## src/rtl/mf_pkg.sv

```systemverilog
// Shared constants, FSM state type and pixel/clamp helpers for the median-filter scan block.
package mf_pkg;

  localparam int COORD_W = 8;
  localparam int PIX_W   = 8;
  localparam int PIPE    = 3;

  localparam logic [COORD_W-1:0] C_ZERO = {COORD_W{1'b0}};
  localparam logic [COORD_W-1:0] C_ONE  = {{(COORD_W-1){1'b0}}, 1'b1};

  typedef enum logic [1:0] {
    ST_IDLE  = 2'd0,
    ST_SCAN  = 2'd1,
    ST_DRAIN = 2'd2
  } mf_state_e;

  // Synthetic image: (x*16 + y) mod 256, the shift drops the bits that wrap.
  function automatic logic [PIX_W-1:0] pix(input logic [COORD_W-1:0] x,
                                           input logic [COORD_W-1:0] y);
    return (x << 3'd4) + y;
  endfunction

  // Signed neighbour coordinate clamped into [0, hi]; one extra bit keeps -1 and 255 distinct.
  function automatic logic [COORD_W-1:0] clamp(input logic signed [COORD_W:0] v,
                                               input logic [COORD_W-1:0]      hi);
    logic [COORD_W-1:0] res;
    if (v[COORD_W]) begin
      res = C_ZERO;
    end else if (v > $signed({1'b0, hi})) begin
      res = hi;
    end else begin
      res = v[COORD_W-1:0];
    end
    return res;
  endfunction

endpackage

```

## src/rtl/mf_block_median_scan_if.sv

```systemverilog
// Request/sample bus between the scan block (master) and its downstream consumer (slave).
interface mf_block_median_scan_if;
  import mf_pkg::*;

  logic               enable;
  logic               Nxt_block_sig;
  logic [COORD_W-1:0] height;
  logic [COORD_W-1:0] width;
  logic [COORD_W-1:0] addr_x0;
  logic [COORD_W-1:0] addr_y0;
  logic [PIX_W-1:0]   gdata;
  logic               Gvector_sig;

  modport master (
    input  enable, Nxt_block_sig, height, width,
    output addr_x0, addr_y0, gdata, Gvector_sig
  );

  modport slave (
    output enable, Nxt_block_sig, height, width,
    input  addr_x0, addr_y0, gdata, Gvector_sig
  );

endinterface

```

## src/rtl/mf_median9.sv

```systemverilog
// Two-stage 3x3 median: rows sorted first, then median of (max of mins, median of mids, min of maxes).
module mf_median9
  import mf_pkg::*;
(
  input  logic                  clk,
  input  logic                  rst_n,
  input  logic                  i_valid,
  input  logic [8:0][PIX_W-1:0] i_pix,
  output logic                  o_valid,
  output logic [PIX_W-1:0]      o_med
);

  function automatic logic [PIX_W-1:0] min2(input logic [PIX_W-1:0] a, input logic [PIX_W-1:0] b);
    return (a < b) ? a : b;
  endfunction

  function automatic logic [PIX_W-1:0] max2(input logic [PIX_W-1:0] a, input logic [PIX_W-1:0] b);
    return (a < b) ? b : a;
  endfunction

  function automatic logic [PIX_W-1:0] med3(input logic [PIX_W-1:0] a, input logic [PIX_W-1:0] b,
                                            input logic [PIX_W-1:0] c);
    return max2(min2(a, b), min2(max2(a, b), c));
  endfunction

  logic                  r_v1;
  logic [2:0][PIX_W-1:0] r_lo;
  logic [2:0][PIX_W-1:0] r_mid;
  logic [2:0][PIX_W-1:0] r_hi;
  logic [PIX_W-1:0]      w_lo_max;
  logic [PIX_W-1:0]      w_mid_med;
  logic [PIX_W-1:0]      w_hi_min;

  // Stage 1: sort each row of the window
  always_ff @(posedge clk or negedge rst_n) begin
    if (!rst_n) begin
      r_v1  <= 1'b0;
      r_lo  <= '0;
      r_mid <= '0;
      r_hi  <= '0;
    end else begin
      r_v1 <= i_valid;
      if (i_valid) begin
        for (int r = 0; r < 3; r++) begin
          r_lo[r]  <= min2(min2(i_pix[3*r], i_pix[3*r+1]), i_pix[3*r+2]);
          r_mid[r] <= med3(i_pix[3*r], i_pix[3*r+1], i_pix[3*r+2]);
          r_hi[r]  <= max2(max2(i_pix[3*r], i_pix[3*r+1]), i_pix[3*r+2]);
        end
      end
    end
  end

  assign w_lo_max  = max2(max2(r_lo[0], r_lo[1]), r_lo[2]);
  assign w_mid_med = med3(r_mid[0], r_mid[1], r_mid[2]);
  assign w_hi_min  = min2(min2(r_hi[0], r_hi[1]), r_hi[2]);

  // Stage 2: final median; value holds between samples
  always_ff @(posedge clk or negedge rst_n) begin
    if (!rst_n) begin
      o_valid <= 1'b0;
      o_med   <= '0;
    end else begin
      o_valid <= r_v1;
      if (r_v1) begin
        o_med <= med3(w_lo_max, w_mid_med, w_hi_min);
      end
    end
  end

endmodule

```

## src/rtl/mf_block_median_scan.sv

```systemverilog
// Raster-scans an H x W block of a synthetic image and streams the clamped 3x3 median per coordinate.
module mf_block_median_scan
  import mf_pkg::*;
(
  input  logic                   CLK,
  input  logic                   reset,
  input  logic                   Slow_clk,
  mf_block_median_scan_if.master bus
);

  mf_state_e             r_state;
  logic [COORD_W-1:0]    r_x, r_y, r_h, r_w;
  logic                  r_iss_v, r_f_v, r_m1_v;
  logic [COORD_W-1:0]    r_iss_x, r_iss_y, r_f_x, r_f_y, r_m1_x, r_m1_y, r_ox, r_oy;
  logic [8:0][PIX_W-1:0] r_win;

  logic                  w_unused;
  logic                  w_start, w_issue, w_last_col, w_last, w_busy;
  logic [COORD_W-1:0]    w_cur_x, w_cur_y, w_lim_w, w_lim_h, w_nx, w_ny;
  logic [2:0][COORD_W-1:0] w_col, w_row;
  logic [8:0][PIX_W-1:0] w_win;
  logic                  w_med_v;
  logic [PIX_W-1:0]      w_med;

  assign w_unused = Slow_clk;
  assign w_busy   = r_iss_v | r_f_v | r_m1_v;

  // The start edge issues (0,0) itself, so the first sample lands PIPE edges after the start
  always_comb begin
    w_start = (r_state == ST_IDLE) && bus.enable && bus.Nxt_block_sig;
    if (r_state == ST_IDLE) begin
      w_cur_x = C_ZERO;
      w_cur_y = C_ZERO;
      w_lim_w = bus.width - C_ONE;
      w_lim_h = bus.height - C_ONE;
      w_issue = w_start && (bus.width != C_ZERO) && (bus.height != C_ZERO);
    end else begin
      w_cur_x = r_x;
      w_cur_y = r_y;
      w_lim_w = r_w - C_ONE;
      w_lim_h = r_h - C_ONE;
      w_issue = (r_state == ST_SCAN) && bus.enable;
    end
    w_last_col = (w_cur_x == w_lim_w);
    w_last     = w_last_col && (w_cur_y == w_lim_h);
    if (w_last_col) begin
      w_nx = C_ZERO;
      w_ny = w_cur_y + C_ONE;
    end else begin
      w_nx = w_cur_x + C_ONE;
      w_ny = w_cur_y;
    end
  end

  // Scan FSM, raster counters and issue register
  always_ff @(posedge CLK or negedge reset) begin
    if (!reset) begin
      r_state <= ST_IDLE;
      r_x     <= C_ZERO;
      r_y     <= C_ZERO;
      r_h     <= C_ZERO;
      r_w     <= C_ZERO;
      r_iss_v <= 1'b0;
      r_iss_x <= C_ZERO;
      r_iss_y <= C_ZERO;
    end else begin
      r_iss_v <= w_issue;
      if (w_issue) begin
        r_iss_x <= w_cur_x;
        r_iss_y <= w_cur_y;
        r_x     <= w_nx;
        r_y     <= w_ny;
      end
      if (w_start) begin
        r_h <= bus.height;
        r_w <= bus.width;
      end
      case (r_state)
        ST_IDLE:  if (w_issue) r_state <= w_last ? ST_DRAIN : ST_SCAN;
        ST_SCAN:  if (w_issue && w_last) r_state <= ST_DRAIN;
        ST_DRAIN: if (!w_busy) r_state <= ST_IDLE;
        default:  r_state <= ST_IDLE;
      endcase
    end
  end

  // Edge-replicated 3x3 neighbourhood of the issued coordinate
  always_comb begin
    w_col    = '0;
    w_row    = '0;
    w_win    = '0;
    w_col[0] = clamp($signed({1'b0, r_iss_x}) - $signed({1'b0, C_ONE}), r_w - C_ONE);
    w_col[1] = r_iss_x;
    w_col[2] = clamp($signed({1'b0, r_iss_x}) + $signed({1'b0, C_ONE}), r_w - C_ONE);
    w_row[0] = clamp($signed({1'b0, r_iss_y}) - $signed({1'b0, C_ONE}), r_h - C_ONE);
    w_row[1] = r_iss_y;
    w_row[2] = clamp($signed({1'b0, r_iss_y}) + $signed({1'b0, C_ONE}), r_h - C_ONE);
    for (int r = 0; r < 3; r++) begin
      for (int c = 0; c < 3; c++) begin
        w_win[3*r+c] = pix(w_col[c], w_row[r]);
      end
    end
  end

  // Window-fetch stage plus the coordinate side-pipe that tracks the median stages
  always_ff @(posedge CLK or negedge reset) begin
    if (!reset) begin
      r_f_v  <= 1'b0;
      r_m1_v <= 1'b0;
      r_win  <= '0;
      r_f_x  <= C_ZERO;
      r_f_y  <= C_ZERO;
      r_m1_x <= C_ZERO;
      r_m1_y <= C_ZERO;
      r_ox   <= C_ZERO;
      r_oy   <= C_ZERO;
    end else begin
      r_f_v  <= r_iss_v;
      r_m1_v <= r_f_v;
      if (r_iss_v) begin
        r_win <= w_win;
        r_f_x <= r_iss_x;
        r_f_y <= r_iss_y;
      end
      if (r_f_v) begin
        r_m1_x <= r_f_x;
        r_m1_y <= r_f_y;
      end
      if (r_m1_v) begin
        r_ox <= r_m1_x;
        r_oy <= r_m1_y;
      end
    end
  end

  mf_median9 u_median9 (
    .clk     (CLK),
    .rst_n   (reset),
    .i_valid (r_f_v),
    .i_pix   (r_win),
    .o_valid (w_med_v),
    .o_med   (w_med)
  );

  assign bus.addr_x0     = r_ox;
  assign bus.addr_y0     = r_oy;
  assign bus.gdata       = w_med;
  assign bus.Gvector_sig = w_med_v;

endmodule

```

## src/flat_wrapper.sv

```systemverilog
// flat-port wrapper written by rule: the top's interface ports become plain ports
module mf_block_median_scan_flat import mf_pkg::*;
  (CLK, reset, Slow_clk, bus_enable, bus_Nxt_block_sig, bus_height, bus_width, bus_addr_x0, bus_addr_y0, bus_gdata, bus_Gvector_sig);
  mf_block_median_scan_if bus_i ();
  input  logic CLK;
  input  logic reset;
  input  logic Slow_clk;
  input wire logic [$bits(bus_i.enable)-1:0] bus_enable;
  input wire logic [$bits(bus_i.Nxt_block_sig)-1:0] bus_Nxt_block_sig;
  input wire logic [$bits(bus_i.height)-1:0] bus_height;
  input wire logic [$bits(bus_i.width)-1:0] bus_width;
  output wire logic [$bits(bus_i.addr_x0)-1:0] bus_addr_x0;
  output wire logic [$bits(bus_i.addr_y0)-1:0] bus_addr_y0;
  output wire logic [$bits(bus_i.gdata)-1:0] bus_gdata;
  output wire logic [$bits(bus_i.Gvector_sig)-1:0] bus_Gvector_sig;
  assign bus_i.enable = bus_enable;
  assign bus_i.Nxt_block_sig = bus_Nxt_block_sig;
  assign bus_i.height = bus_height;
  assign bus_i.width = bus_width;
  assign bus_addr_x0 = bus_i.addr_x0;
  assign bus_addr_y0 = bus_i.addr_y0;
  assign bus_gdata = bus_i.gdata;
  assign bus_Gvector_sig = bus_i.Gvector_sig;
  mf_block_median_scan u_core (.CLK(CLK), .reset(reset), .Slow_clk(Slow_clk), .bus(bus_i));
endmodule
```

## config.mk

```make
export PLATFORM = sky130hd
export DESIGN_NAME = mf_block_median_scan_flat
export DESIGN_NICKNAME = d
export VERILOG_FILES = /design/src/rtl/mf_pkg.sv /design/src/rtl/mf_block_median_scan_if.sv /design/src/rtl/mf_median9.sv /design/src/rtl/mf_block_median_scan.sv /design/src/flat_wrapper.sv
export SDC_FILE = /design/constraint.sdc
export NUM_CORES = 1
export LEC_CHECK = 0
export ABC_AREA = 1
export CAP_MARGIN = 20
export CORE_MARGIN = 2
export CORE_UTILIZATION = 35
export CTS_BUF_LIST = sky130_fd_sc_hd__clkbuf_4 sky130_fd_sc_hd__clkbuf_8 sky130_fd_sc_hd__clkbuf_16
export CTS_CLUSTER_DIAMETER = 30
export DETAILED_ROUTE_END_ITERATION = 16
export PLACE_DENSITY = 0.53
export SYNTH_ARGS = -nofsm -noshare
export SYNTH_HDL_FRONTEND = slang
export SYNTH_SLANG_ARGS = --single-unit
```

## constraint.sdc

```tcl
create_clock -name CLK -period 17.9 [get_ports CLK]
set_input_delay 2.685 -clock CLK [delete_from_list [all_inputs] [get_ports CLK]]
set_output_delay 2.685 -clock CLK [all_outputs]
set_load 0.02 [all_outputs]
```

Yosys cells after proc, flatten, opt, wreduce, memory -nomap -nowiden --
Cells that the tools add are included.
Word-level totals: memories kept 0, RAM bits 0, latch bits 0, flip-flop bits (word level) 254, output and inout port bits 25, logic and storage cells 151, ROM bits 0, input bits 21
Operators by class: divide/modulo/power cells 0, $mul 0, bitwise logic cells 2, $add $sub $neg 19, shifts and indexed selects 0, magnitude comparators 26, eq/ne operators 7, mux-type cells 50, reductions and logical operators 11
Operators with widths (count):
- $mux 8 | 40
- $lt 8x8->1 | 22
- $add 8x8->8 | 9
- $gt 9x9->1 | 4
- $sub 8x1->8 const B | 4
- $add 8x1->9 const B | 2
- $sub 8x1->9 const B | 2
- $add 8x1->8 const B | 2
- $eq 8x8->1 | 2
- $mux 4 | 4
- $reduce_bool 8->1 | 2
- $mux 2 | 4
- $logic_and 1x1->1 | 7
- $pmux 2 s3 | 1
- $ne 2x2->1 const B | 2
- $reduce_and 3->1 | 1
- $eq 2x1->1 const B | 1
- $eq 2x2->1 const B | 1
- $logic_not 2->1 | 1
- $ne 2x1->1 const B | 1
- $or 1x1->1 | 2
- $mux 1 | 1

Depth between registers and ports, before layout --
depth in word-level cells 12, gate-level depth with buffers 65, mapped depth without buffers 59

Cells and area by module --
Synthesis repeated with hierarchy kept, for this count alone.
Second synthesis, totals: cell total of the unflattened synthesis 2573, area, all modules 18363.9 µm²
Modules (own cells, without submodules):
- mf_block_median_scan | instances 1, seq. area each 3628.5 µm², cells an instance 1266, area an instance 9475.3 µm²
- mf_median9 | instances 1, seq. area each 2052.0 µm², cells an instance 1307, area an instance 8888.5 µm²

Least setup slack after synthesis --
Ideal clock, no wire load.
path type flip-flop to flip-flop, start point register u_core.u_median9.r_mid[5] in the netlist's numbering, end point register u_core.u_median9.o_med[0], path slack 9.958 ns, setup time 0.118 ns, stages on the path, launching flop included 47, data required time 17.782 ns, arrival time 7.825 ns, path buffers 6, cells stage by stage dfrtp_1 ha_1 a21oi_1 o21a_1 nand2_2 buf_4 clkbuf_1 o21ai_0 ha_1 a21oi_1 nor2_1 a211oi_2 nand2_4 clkbuf_1 o21ai_0 ha_1 a21oi_1 nor2_1 [11 not listed] clkbuf_1 nand2_1 o21ai_0 ha_1 a21oi_1 nor2_1 a211oi_1 nand2_2 buf_2 nand2_1 o21ai_0 ha_1 a21oi_1 nor2_1 a211oi_2 nand3_1 nand3_1 nand2_1
On the way: word-level cells in the longest chain between the ends 12, elaborated cells on any way between the ends 14, classes of those cells order compare: 6; mux: 8
Ends and longest elaborated chain:
- start, declared | line mf_median9.sv:28 | logic [2:0][PIX_W-1:0] r_mid;
- start signal, assigned by index | line mf_median9.sv:46 | r_mid[r] <= med3(i_pix[3*r], i_pix[3*r+1], i_pix[3*r+2]);
- $lt 8x8->1 | line mf_median9.sv:14, mf_median9.sv:18
- $mux 8 | line mf_median9.sv:18 | return (a < b) ? b : a;
- $lt 8x8->1 | line mf_median9.sv:14 | return (a < b) ? a : b;
- $mux 8 | line mf_median9.sv:14
- $lt 8x8->1 | line mf_median9.sv:18
- $mux 8 (*) | line mf_median9.sv:18
- $lt 8x8->1 | line mf_median9.sv:14, mf_median9.sv:18
- $mux 8 | line mf_median9.sv:18
- $lt 8x8->1 | line mf_median9.sv:14
- $mux 8 | line mf_median9.sv:14
- $lt 8x8->1 | line mf_median9.sv:18
- $mux 8 (*) | line mf_median9.sv:18
- end signal, assigned | line mf_median9.sv:65 | o_med <= med3(w_lo_max, w_mid_med, w_hi_min);
- end, declared | line mf_median9.sv:10 | output logic [PIX_W-1:0] o_med
Every way passes the cells marked *; elsewhere a longest branch is shown, timed or not. A chain may end at the register's enable or synchronous reset.

Worst setup path after layout --
start point register u_core.u_median9.r_mid[7] in the netlist's numbering, end point register u_core.u_median9.o_med[5]
Same word-level chain as after synthesis.

==> flow_summary.yaml <==
run_status:
  outcome: "complete, no violations"
route:
  drt-pass1-iter-count: 5
  wl_um: 43500
  via_per_inst: 4.94
  drc: 0
  wl_per_cell_um: 15.4
  postRouteAntennaNets: 0
  drt_iter0_markers: 704
  vias: 13900
setup_path:
  arrival_ns: 9.47
  criticalPathCategory: "reg -> reg"
  end_kind: "flop"
  slowest_stage: "a211oi_2"
  cp.required_ns: 18.40
  path_max_fanout: 31
  cp-start-kind: "flop"
  max_stage_delay_ns: 0.53
logic_synthesis:
  synth_adder_area_share_pct: 16.4
  syn_inst: 2136
  synth-async-reset-ratio_pct: 100
  synthesis.nets: 2366
  synth_top_family_by_area: "simple AND/OR/NAND/NOR gates"
  synth.avg_cell_area_um2: 7.64
  yosysMostFrequentCell: "nand2_1"
  synth-compound-area-share_pct: 17.6
  synth_area_leaders: "dfrtp_1 35%, ha_1 15%, nand2_1 11%"
  yosys_register_bits: 226
  synth_commonest_cells: "475 x nand2_1, 345 x o21ai_0, 294 x inv_1, 226 x dfrtp_1, 200 x ha_1"
  ys_seq_area_share_pct: 34.7
  yosysUniqueCellTypes: 47
  synth_edf_count: 0
  yosys.area_share.simple_pct: 17.7
  synth_xor_area_share_pct: 4.35
  synth.top_cell.area_share_pct: 34.7
  syn_area_mm2: 0.0163
  synth_ff_type: "dfrtp_1"
  synth-warning-count: 0
  synth_mux_area_share_pct: 0.407
  synth_top_area_cell: "dfrtp_1"
global_routing:
  grt_start_max_net_pins: 97
  top_usage_layer: "met2"
  grt_use_met2_pct: 31.1
  antenna_found_initial: 0
  overflow: 0
  grtUsageMet3_pct: 2.61
  grt_pass1_wl_um: 70700
  grtUsageMet1_pct: 24.1
  grt_util_all_layers_pct: 18.5
  grt_pass1_vias: 13700
floorplan:
  core_mm2: 0.0463
  die-area_mm2: 0.0483
  start_util_pct: 35.3
  io-pin-count: 46
  rows: 79
  die_w_um: 220
  die_y_um: 220
cts:
  post-cts-setup-buffer-count: 0
  numCtsBuffers: 55
  cts_root_buffer: "clkbuf_16"
  postCtsHoldBufs: 0
  htree_num_levels: 2
  clock-sinks: 226
  clock_latency_ns: 0.57
  clk_path_buf_depth: 3
  path_clk_slew_ns: 0.05
  cts_tree: "done"
  ctsResizeCount: 0
run:
  drv_cap: 0
finish:
  antennaDiodeCount: 0
  seq_area_mm2: 0.00566
  drive_above_1_share_pct: 6.68
  n_fill_cell: 4714
  multi_input_area_mm2: 0.00922
  area_growth_pct: 18.3
  layout.nets: 2399
timing:
  worst_pin_slew_ns: 1.01
  fin_crit_sh_pct: 50.1
  final-setup-viol-count: 0
  slew_headroom_pct: 31.9
  finalClockSkew_ns: 0.0226
  fin_tns_setup_ns: 0
  slew_violations: 0
  fin_crit_ns: 8.97
  finalHoldViolations: 0
  rsz0062_at_grt: "no"
  fmax_mhz: 111
hold_path:
  hp-class: "reg -> reg"
placed_design:
  gp_congestion: 0.882
  io_buffers: 44
  dp_hpwl_um: 32800
## layout by cell type, fill, tap and decap left out, types with 8 or more instances in the layout
master and count:
nand3_1 70, buf_4 8, ha_1 200, nand4_1 15, fa_1 9, inv_1 293, nor2_1 100, a21oi_1 78
nand2_2 11, nor3_1 17, clkinvlp_4 8, clkbuf_16 56, clkinv_2 15, o211ai_1 33, dfrtp_1 225, o22ai_1 30
bufinv_16 9, clkdlybuf4s50_1 43, o21ai_0 345, nand2_1 475, o21ai_1 10, xor2_1 69, xnor2_1 12
## state kept, by name (all words and copies together), names as in the netlist, 24 cells and up
register	cells
u_core.u_median9.r_hi	24
u_core.u_median9.r_mid	24
u_core.r_win	48
u_core.u_median9.r_lo	24
## kinds of logic (layout without fill, tap and decap cells)
group,count (synthesis),in the layout
AND/OR/NAND/NOR,705,705
flip-flops,226,226
XOR/XNOR,81,81
AO/OA/AOI/OAI,529,529
multiplexers,6,6
buffers and inverters,380,460
adder cells (fa/ha/maj),209,209
## path summary, 6_finish.rpt
path / cells past startpoint / slack (ns) / to / start
hold reg to reg: 2 / 0.47 / u_core.r_f_x[2]$_DFFE_PN0P_ / u_core.r_f_x[2]$_DFFE_PN0P_
setup reg to reg: 39 / 8.93 / u_core.u_median9.o_med[5]$_DFFE_PN0P_ / u_core.u_median9.r_mid[7]$_DFFE_PN0P_
min in group asynchronous: 1 / 2.11 / u_core.u_median9.r_mid[22]$_DFFE_PN0P_ / reset
max in group asynchronous: 2 / 14.34 / u_core.r_m1_v$_DFF_PN0_ / reset
setup / recovery: 39 / 8.93 / u_core.u_median9.o_med[5]$_DFFE_PN0P_ / u_core.u_median9.r_mid[7]$_DFFE_PN0P_
hold / removal: 2 / 0.47 / u_core.r_f_x[2]$_DFFE_PN0P_ / u_core.r_f_x[2]$_DFFE_PN0P_
## per-layer routing
layer  part of all wire [%]  wire, um  vias to the layer above
met5                      0         0                        -
met4                    3.3      1420                        0
met3                    3.0      1300                       90
met2                     47     20400                      205
met1                     47     20400                     6480
li1                       -         -                     7173
## worst max-delay path: cells and delay by family (launching register included)
family | cells | cell delay, ns
simple gates | 15 | 1.85
flops | 1 | 0.39
compound gates | 17 | 4.54
fa+ha+maj | 6 | 1.85
buf+inv | 1 | 0.27
## stage by stage
stage               instance area (um2)  worst slack, ns  hold slack, ns  std cells  util (%)
detailed placement                17300             8.88           0.468       2716      37.3
global placement                  17300             8.94           0.464       2716      37.3
finish                            19300             8.93           0.474       2823      41.7
CTS                               19200             8.84           0.481       2820      41.6
floorplan                         16300             9.96           0.352       2136         -
global route                      19300             7.80           0.493       2823      41.7
## cell type report
type                            instances  area share (%)
Inverter                              302            5.88
Clock buffer                           63            7.67
Tap cell                              607            3.94
Timing Repair Buffer                   54            2.84
Clock inverter                         41            2.55
Multi-Input combinational cell       1530            47.8
Sequential cell                       226            29.3
Power is left out: the tool's default activity adds up to more than one toggle a clock period on the data nets, which glitch-free logic cannot reach.
